===== src/rtl/lsu_ctrl.sv =====
// -----------------------------------------------------------------------------
// lsu_ctrl -- load/store unit controller between the pipeline and a single-port
// data memory with combinational read data.
//
// Each accepted request is checked for a legal size, natural alignment and a
// data-memory window hit. A legal request makes one memory access. An illegal
// one goes straight to an error response. The response is held until the
// consumer takes it.
//
// Ports
//   clk_i, rst_ni        clock, asynchronous active-low reset
//   req_valid_i/ready_o  request handshake (ready only while idle)
//   req_we_i             1 = store, 0 = load
//   req_size_i           00 byte, 01 half, 10 word, 11 illegal
//   req_unsigned_i       zero-extend loaded byte/half
//   req_addr_i           byte address
//   req_wdata_i          right-aligned store data
//   rsp_valid_o/ready_i  response handshake
//   rsp_rdata_o          extended load data (0 for stores and errors)
//   rsp_err_o            misaligned, illegal size or out-of-window
//   dmem_*               data-memory native port, active only in ACCESS
// -----------------------------------------------------------------------------
package memory_pkg;
  localparam logic [31:0] MAP_DMEM_BASE   = 32'h0001_0000;
  localparam logic [31:0] DMEM_SIZE_BYTES = 32'h0000_1000;
endpackage

// state  | meaning
// -------+-----------------------------------------------------------
// IDLE   | ready for a request; request fields captured on accept
// ACCESS | single-cycle data-memory access; load data captured
// RESP   | response held on rsp_* until rsp_ready_i
module lsu_ctrl #(
  parameter logic [31:0] DMEM_BASE = memory_pkg::MAP_DMEM_BASE,
  parameter logic [31:0] DMEM_SIZE = memory_pkg::DMEM_SIZE_BYTES
) (
  input  logic        clk_i,
  input  logic        rst_ni,
  input  logic        req_valid_i,
  output logic        req_ready_o,
  input  logic        req_we_i,
  input  logic [1:0]  req_size_i,
  input  logic        req_unsigned_i,
  input  logic [31:0] req_addr_i,
  input  logic [31:0] req_wdata_i,
  output logic        rsp_valid_o,
  input  logic        rsp_ready_i,
  output logic [31:0] rsp_rdata_o,
  output logic        rsp_err_o,
  output logic        dmem_req_o,
  output logic        dmem_we_o,
  output logic [3:0]  dmem_be_o,
  output logic [31:0] dmem_addr_o,
  output logic [31:0] dmem_wdata_o,
  input  logic [31:0] dmem_rdata_i
);

  localparam logic [1:0] IDLE   = 2'd0;
  localparam logic [1:0] ACCESS = 2'd1;
  localparam logic [1:0] RESP   = 2'd2;

  localparam logic [1:0] SZ_BYTE = 2'b00;
  localparam logic [1:0] SZ_HALF = 2'b01;
  localparam logic [1:0] SZ_WORD = 2'b10;
  localparam logic [1:0] SZ_BAD  = 2'b11;

  logic [1:0]  state_q, state_d;
  logic        accept;

  logic        we_q;
  logic [1:0]  size_q;
  logic        uns_q;
  logic [31:0] addr_q;
  logic [31:0] wdata_q;
  logic        err_q;
  logic [31:0] rdata_q;

  // Request checks, evaluated on the live request fields.
  logic        size_bad;
  logic        misaligned;
  logic        out_of_window;
  logic        req_err;
  logic [32:0] addr_ext;
  logic [32:0] win_lo;
  logic [32:0] win_hi;

  // Access-cycle datapath.
  logic [3:0]  store_be;
  logic [31:0] store_lanes;
  logic [31:0] rd_byte_sh;
  logic [31:0] rd_half_sh;
  logic [31:0] load_ext;
  logic        in_access;

  assign req_ready_o = (state_q == IDLE);
  assign accept      = req_valid_i && req_ready_o;

  // One extra bit so BASE+SIZE at the top of the address space cannot wrap.
  assign addr_ext = {1'b0, req_addr_i};
  assign win_lo   = {1'b0, DMEM_BASE};
  assign win_hi   = {1'b0, DMEM_BASE} + {1'b0, DMEM_SIZE};

  assign size_bad      = (req_size_i == SZ_BAD);
  assign misaligned    = ((req_size_i == SZ_HALF) && req_addr_i[0]) ||
                         ((req_size_i == SZ_WORD) && (req_addr_i[1:0] != 2'b00));
  assign out_of_window = (addr_ext < win_lo) || (addr_ext >= win_hi);
  assign req_err       = size_bad || misaligned || out_of_window;

  always_comb begin
    state_d = state_q;
    unique case (state_q)
      IDLE: begin
        if (accept) begin
          state_d = req_err ? RESP : ACCESS;
        end
      end
      ACCESS: state_d = RESP;
      RESP: begin
        if (rsp_ready_i) begin
          state_d = IDLE;
        end
      end
      default: state_d = IDLE;
    endcase
  end

  always_ff @(posedge clk_i or negedge rst_ni) begin
    if (!rst_ni) begin
      state_q <= IDLE;
    end else begin
      state_q <= state_d;
    end
  end

  // Request fields are only written on accept, so anything on req_* while
  // busy is ignored.
  always_ff @(posedge clk_i or negedge rst_ni) begin
    if (!rst_ni) begin
      we_q    <= 1'b0;
      size_q  <= 2'b00;
      uns_q   <= 1'b0;
      addr_q  <= 32'h0;
      wdata_q <= 32'h0;
      err_q   <= 1'b0;
    end else if (accept) begin
      we_q    <= req_we_i;
      size_q  <= req_size_i;
      uns_q   <= req_unsigned_i;
      addr_q  <= req_addr_i;
      wdata_q <= req_wdata_i;
      err_q   <= req_err;
    end
  end

  // Store byte enables and lane replication. The memory picks the lanes it
  // needs using the enables.
  always_comb begin
    store_be    = 4'b1111;
    store_lanes = wdata_q;
    unique case (size_q)
      SZ_BYTE: begin
        store_be    = 4'b0001 << addr_q[1:0];
        store_lanes = {4{wdata_q[7:0]}};
      end
      SZ_HALF: begin
        store_be    = addr_q[1] ? 4'b1100 : 4'b0011;
        store_lanes = {2{wdata_q[15:0]}};
      end
      default: begin
        store_be    = 4'b1111;
        store_lanes = wdata_q;
      end
    endcase
  end

  // Load alignment: shift the addressed lane down to bit 0, then extend.
  assign rd_byte_sh = dmem_rdata_i >> {addr_q[1:0], 3'b000};
  assign rd_half_sh = dmem_rdata_i >> {addr_q[1], 4'b0000};

  always_comb begin
    load_ext = dmem_rdata_i;
    unique case (size_q)
      SZ_BYTE: load_ext = {{24{~uns_q & rd_byte_sh[7]}}, rd_byte_sh[7:0]};
      SZ_HALF: load_ext = {{16{~uns_q & rd_half_sh[15]}}, rd_half_sh[15:0]};
      default: load_ext = dmem_rdata_i;
    endcase
  end

  // Response data: cleared on accept so that an error response reads 0, and
  // loaded from memory at the end of ACCESS (stores leave it at 0).
  always_ff @(posedge clk_i or negedge rst_ni) begin
    if (!rst_ni) begin
      rdata_q <= 32'h0;
    end else if (accept) begin
      rdata_q <= 32'h0;
    end else if (state_q == ACCESS) begin
      rdata_q <= we_q ? 32'h0 : load_ext;
    end
  end

  assign rsp_valid_o = (state_q == RESP);
  assign rsp_rdata_o = rsp_valid_o ? rdata_q : 32'h0;
  assign rsp_err_o   = rsp_valid_o && err_q;

  // The memory port is decoded from state, so an asynchronous reset in
  // ACCESS drops dmem_req_o right away and the write never reaches the
  // next edge.
  assign in_access    = (state_q == ACCESS);
  assign dmem_req_o   = in_access;
  assign dmem_we_o    = in_access && we_q;
  assign dmem_be_o    = in_access ? (we_q ? store_be : 4'b1111) : 4'b0000;
  assign dmem_addr_o  = in_access ? {addr_q[31:2], 2'b00} : 32'h0;
  assign dmem_wdata_o = (in_access && we_q) ? store_lanes : 32'h0;

endmodule

===== config.mk =====
export PLATFORM = sky130hd
export DESIGN_NAME = lsu_ctrl
export DESIGN_NICKNAME = d
export VERILOG_FILES = /design/src/rtl/lsu_ctrl.sv
export SDC_FILE = /design/constraint.sdc
export NUM_CORES = 1
export LEC_CHECK = 0
export BUFFER_PORTS_ARGS = -buffer_cell sky130_fd_sc_hd__buf_2
export CORE_MARGIN = 1.5
export CORE_UTILIZATION = 40
export CTS_BUF_LIST = sky130_fd_sc_hd__clkbuf_8
export CTS_CLUSTER_SIZE = 25
export DETAILED_ROUTE_END_ITERATION = 12
export PLACE_DENSITY = 0.74
export SLEW_MARGIN = 30
export SYNTH_ARGS = -nofsm -noshare
export SYNTH_HDL_FRONTEND = slang
export SYNTH_SLANG_ARGS = --single-unit

===== constraint.sdc =====
create_clock -name clk_i -period 2.1 [get_ports clk_i]
set_input_delay 0.105 -clock clk_i [delete_from_list [all_inputs] [get_ports clk_i]]
set_output_delay 0.105 -clock clk_i [all_outputs]
set_load 0.1 [all_outputs]

---- Yosys cells after proc, flatten, opt, wreduce, memory -nomap -nowiden ----
Index checks and enable logic that the tools add are counted.
word-level totals
  register bits ........................... 103
  output and inout port bits .............. 105
  logic and storage cells ................. 54
operators by class
  magnitude comparators ................... 2
  equality and inequality tests ........... 8
  shift operators ......................... 3
  muxes and demuxes ....................... 16
  bitwise operators ....................... 3
  reduce and logical (&&, ||, !) cells .... 14
operators by type and width
  operator                                                                  count
  32-bit 2-to-1 mux                                                         6
  32-bit case mux with 2 select lines                                       2
  32-bit by 17-bit >= comparator with 1-bit output (second input constant)  1
  32-bit by 17-bit < comparator with 1-bit output (second input constant)   1
  32-bit by 5-bit >> shifter with 16-bit output                             1
  32-bit by 5-bit >> shifter with 8-bit output                              1
  4-bit 2-to-1 mux                                                          3
  4-bit case mux with 2 select lines                                        1
  2-bit by 1-bit equality test with 1-bit output (second input constant)    3
  2-bit equality test (second input constant)                               3
  2-bit 2-to-1 mux                                                          3
  2-bit case mux with 3 select lines                                        1
  1-bit logical AND                                                         5
  2-bit logical NOT                                                         2
  1-bit logical OR                                                          4
  2-bit by 1-bit inequality test with 1-bit output (second input constant)  2
  2-bit nonzero test                                                        2
  1-bit by 2-bit left shift with 4-bit output (first input constant)        1
  1-bit bitwise AND                                                         2
  2-bit AND reduction                                                       1
  1-bit NOT                                                                 1

---- Logic depth before layout (Yosys ltp) ----
  depth after elaboration ................. 8
  gate-level depth with buffers ........... 6
  depth with buffers taken out ............ 4

---- Worst setup path after synthesis ----
Ideal clock, no wire load.
  path type ............................... reg-to-reg
  start point ............................. reg state_q[1]
  end point ............................... reg addr_q[10]
  arrival ................................. 2.735 ns
  setup slack ............................. -0.759 ns
  cell stages (with the launch flop) ...... 6
  buffers on the path ..................... 2
  cell sequence ........................... dfrtp_1 > nor2_1 > and2_1 > buf_2 > buf_2 > mux2_2
on the way
  longest elaborated chain between the ends .. 2
ends and longest elaborated chain
  element                 RTL line  source
  from (decl)             67        logic [1:0] state_q, state_d;
  from (signal assigned)  131       state_q <= state_d;
  2-bit logical NOT       95        assign req_ready_o = (state_q == IDLE);
  net req_ready_o         40        output logic req_ready_o,
  1-bit logical AND       96        assign accept = req_valid_i && req_ready_o;
  to (signal assigned)    149       addr_q <= req_addr_i;
  to (decl)               73        logic [31:0] addr_q;
The timed path passes the listed nets, and every way through them passes these cells.
A chain may end at the register's enable or synchronous reset.

---- Worst setup path in the final report ----
  start point ............................. reg size_q[1]
  end point ............................... out dmem_wdata_o[16]
on the way
  longest elaborated chain between the ends .. 3
  elaborated cells between the ends (all ways) .. 4
  those cells by class .................... eq/ne: 1; mux: 2; reduce/logical: 1
ends and longest elaborated chain
  element                                                                              RTL line  source
  from (decl)                                                                          71        logic [1:0] size_q;
  from (signal assigned)                                                               147       size_q <= req_size_i;
  2-bit by 1-bit equality test with 1-bit output or 2-bit logical NOT (tied branches)  160       unique case (size_q)
  32-bit case mux with 2 select lines *                                                160
  32-bit 2-to-1 mux *                                                                  213       assign dmem_wdata_o = (in_access && we_q) ? store_lanes : 32'h0;
  to (decl)                                                                            54        output logic [31:0] dmem_wdata_o,
Mark *: on every way between the ends. The rest lies on a longest branch, timed or not.

==> impl_results.rst <==
.. list-table::
   :header-rows: 1

   * - Metric
     - Value
   * - Post-DP HPWL
     - 13,400 um
   * - Clk sink count
     - 103
   * - Routed WL
     - 20,300 um
   * - Maximum level of the CTS H-tree
     - 3
   * - Max Clk Rate
     - 490 MHz
   * - WS Path Type
     - reg2out
   * - Total global-route track usage
     - 29.0%
   * - Slew of the pin with the lowest slew margin
     - 0.697 ns
   * - Max Fanout on Critical Path
     - 24
   * - IO Count
     - 209
   * - Number of nets in the finished design
     - 903
   * - Area of the mapped netlist
     - 5500 um^2
   * - R2R Path Start
     - addr_q[1]
   * - Number of buffers created by CTS
     - 9
   * - Antenna cell count
     - 0
   * - Final Hold Violating Endpoints
     - 0
   * - Worst-path cell chain
     - buf_4 -> mux2i_1 -> nor2_4 -> buf_12
   * - CP required
     - 2.00 ns
   * - Site Rows
     - 42
   * - Vias/cell
     - 5.47
   * - Part of the power in combinational logic
     - 32.5%
   * - Maximum buffer depth of the clock tree
     - 2
   * - Clock-pin slew on the worst setup and hold paths
     - 0.11 ns
   * - Number of synthesized flops with an enable pin
     - 0
   * - Height of the die
     - 120 um
   * - Remaining Overflow, GRT
     - 0
   * - Mapped Avg Cell Area
     - 10.5 um^2
   * - Clock group share of total power
     - 21.7%
   * - Number of instances on the worst hold path
     - 3
   * - Area enclosed by the die boundary
     - 14,500 um^2
   * - Final GP Congestion
     - 0.869
   * - Cell Int Power
     - 3.65 mW
   * - Number of setup violations in the final report
     - 0
   * - Status
     - completed
   * - Detailed Route Iter0 Violations
     - 498
   * - Seq/Total Area, Yosys
     - 46.9%
   * - # port buffers
     - 206
   * - Number of standard cells after synthesis
     - 523
   * - Routed length per instance
     - 20.7 um
   * - Worst skew pair latency
     - 0.40 ns
   * - Hold path endpoint
     - rdata_q[29]
   * - Setup repair after global routing missed its margin
     - true
   * - Final core utilization
     - 71.5%
   * - Peak ir drop on the vdd network
     - 0.574 mV
   * - Fillers
     - 896
   * - Worst reg2reg setup slack
     - 0.24 ns
   * - Delay of the slowest critical-path stage
     - 0.51 ns
   * - Final standard cell count with taps included and fillers excluded
     - 980
   * - Switching Power
     - 2.09 mW
   * - Power density relative to cell area
     - 601 nW/um^2
   * - Startpoint class of the critical path
     - register
   * - MaxCap Viol Count
     - 0
   * - Final worst clock skew
     - 0.00910 ns
   * - Final routed DRC violation total
     - 0
   * - Reg2Reg Capture Point
     - rdata_q[22]
   * - Largest net degree at the start of global routing
     - 52
   * - Post-synthesis cell type count
     - 39
   * - Number of global-route vias before repair
     - 5,970
   * - Wire length of the first global-routing pass
     - 32,100 um
   * - Data arrival time at the worst-slack endpoint
     - 1.93 ns
   * - Worst slew margin relative to its limit
     - 53.3%
   * - Overall power
     - 5.73 mW
   * - Area growth from synthesis to layout
     - 73.6%
   * - Crit. Startpoint
     - size_q[1]
   * - Critical Path Slowest Stage Cell
     - sky130_fd_sc_hd__dfrtp_2
   * - Async set-reset flop share out of synthesis
     - 100%
   * - Reported leakage power
     - 4.23 nW
   * - Switching Fraction
     - 36.4%
   * - Critical path endpoint category
     - output pin
   * - Ratio of cells with drive above 1 in the final layout
     - 46.6%
   * - Number of antenna violations at the first check in global routing
     - 0
   * - Hold wc startpoint
     - dmem_rdata_i[29]
   * - R2r worst-path depth
     - 4
   * - Final clock period utilization by the worst path
     - 97.1%
   * - Detailed Routing Iterations Pass 1
     - 6
   * - Path category of the worst min-delay check
     - in2reg
   * - Yosys warns
     - 0
   * - Area of the core
     - 13,300 um^2
   * - Max-slew violation count
     - 0
   * - Post-layout min period
     - 2.04 ns
   * - Residual antenna-violating net count after detailed routing
     - 0
   * - Buffer cell driving the clock tree root
     - sky130_fd_sc_hd__clkbuf_8
   * - Top FF cell, synth
     - sky130_fd_sc_hd__dfrtp_1
   * - Via count of the routed design
     - 5,357
   * - Proportion of power drawn by flip-flops and latches
     - 45.8%
   * - TritonCTS clock tree
     - done
   * - Die W
     - 120 um
   * - Effective utilization at floorplan
     - 41.2%
   * - Placed cells
     - 881
   * - Number of flip-flops and latches in the synthesized netlist
     - 103
-- synth_stat cells, types with 8 or more instances --
library cell               instances  share of area, %
sky130_fd_sc_hd__and2_1           65               7.4
sky130_fd_sc_hd__and3_1            8              0.91
sky130_fd_sc_hd__buf_2            15               1.4
sky130_fd_sc_hd__clkbuf_1         22               1.5
sky130_fd_sc_hd__nand2_1          45               3.1
sky130_fd_sc_hd__nor2_1           38               2.6
sky130_fd_sc_hd__dfrtp_1         103                47
sky130_fd_sc_hd__a22oi_1          16               2.2
sky130_fd_sc_hd__o22ai_1           8              0.91
sky130_fd_sc_hd__a21oi_1          23               2.1
sky130_fd_sc_hd__o21ai_0          18               1.6
sky130_fd_sc_hd__a221o_1          15               2.7
sky130_fd_sc_hd__mux2_2           65                13
sky130_fd_sc_hd__inv_1            12              0.82
sky130_fd_sc_hd__mux4_2            8               3.3
sky130_fd_sc_hd__mux2i_1          17               3.1
sky130_fd_sc_hd__a22o_1           14               2.2
-- state kept, by name, indices dropped and copies added (netlist names) --
register,count
size_q,2
we_q,1
addr_q,32
rdata_q,32
state_q,2
err_q,1
wdata_q,32
uns_q,1
-- worst max-delay path by stage --
stage / end / slack (ns)
after global placement: rdata_q[31] / 0.34
final: dmem_wdata_o[16] / 0.06
after detailed placement: rdata_q[29] / 0.23
after CTS: dmem_wdata_o[18] / 0.004
after global routing: dmem_wdata_o[20] / -0.01
after floorplan: dmem_wdata_o[16] / -0.31
-- metal layers --
layer	global-route usage [%]	vias up	routed length [um]
met5	0	-	0
met4	11.8	0	619
met3	8.21	52	1630
met2	51.2	282	10600
met1	32.9	2632	7530
li1	-	2391	-
-- per-stage QoR --
stage	worst slack, ns	hold WS, ns	area (um^2)	TNS (ns)
final	0.0604	0.00823	9540	0
after global routing	-0.0140	0.0107	9540	-0.0282
after CTS	0.00398	0.000231	9520	0
after detailed placement	0.230	0.147	8490	0
after global placement	0.344	0.133	8490	0
after floorplan	-0.306	-0.191	5730	-2.22
-- cells by family after synthesis --
kind of cell,share of synthesized area [%]
simple gates,16.4
flops,46.9
compound gates,12.5
mux,19.7
buf+inv,4.44
other cells,0.0682
-- placed cells by master, fill, tap and decap left out, types with 16 or more instances in the layout --
cell | synthesis | layout
sky130_fd_sc_hd__buf_12 | 0 | 105
sky130_fd_sc_hd__and2_2 | 0 | 19
sky130_fd_sc_hd__nor2_1 | 38 | 20
sky130_fd_sc_hd__mux2_2 | 65 | 65
sky130_fd_sc_hd__dfrtp_1 | 103 | 100
sky130_fd_sc_hd__buf_2 | 15 | 103
sky130_fd_sc_hd__nand2_1 | 45 | 44
sky130_fd_sc_hd__o21ai_0 | 18 | 18
sky130_fd_sc_hd__dlygate4sd3_1 | 0 | 83
sky130_fd_sc_hd__mux2i_1 | 17 | 17
sky130_fd_sc_hd__a22oi_1 | 16 | 16
sky130_fd_sc_hd__and2_1 | 65 | 46
-- worst max-delay path, delay by kind of cell, from the launching register on --
kind | cells | cell delay [ns]
buffers and inverters | 2 | 0.55
flip-flops | 1 | 0.51
AND/OR/NAND/NOR | 1 | 0.08
multiplexers | 1 | 0.39
-- power groups by stage --
| stage | registers (mW) | clock network, mW | logic, mW |
|---|---|---|---|
| 2_1_floorplan | 2.51 | 0 | 1.25 |
| 3_3_place_gp | 2.59 | 0 | 1.61 |
| 3_5_place_dp | 2.62 | 0 | 1.67 |
| 4_1_cts | 2.59 | 1.23 | 1.81 |
| 5_1_grt | 2.66 | 1.32 | 2.01 |
| 6_report | 2.63 | 1.24 | 1.87 |
-- area by class of cell --
cell class | count | area (um^2) | share of cell area (%)
Clock buffer | 10 | 138 | 1.44
Clock inverter | 6 | 45.0 | 0.472
Inverter | 13 | 48.8 | 0.511
Multi-Input combinational cell | 366 | 2950 | 30.9
Sequential cell | 103 | 2580 | 27.0
Tap cell | 176 | 220 | 2.31
Timing Repair Buffer | 306 | 3560 | 37.4
-- repair_timing --
action | in CTS | in global routing
setup endpoints to repair | 46 | 55
buffers inserted | 0 | 0
hold buffers | 83 | 0
gates resized for setup | 4 | 6
hold endpoints to repair | 124 | 0
Note: power is estimated with default switching activity, not from simulation.
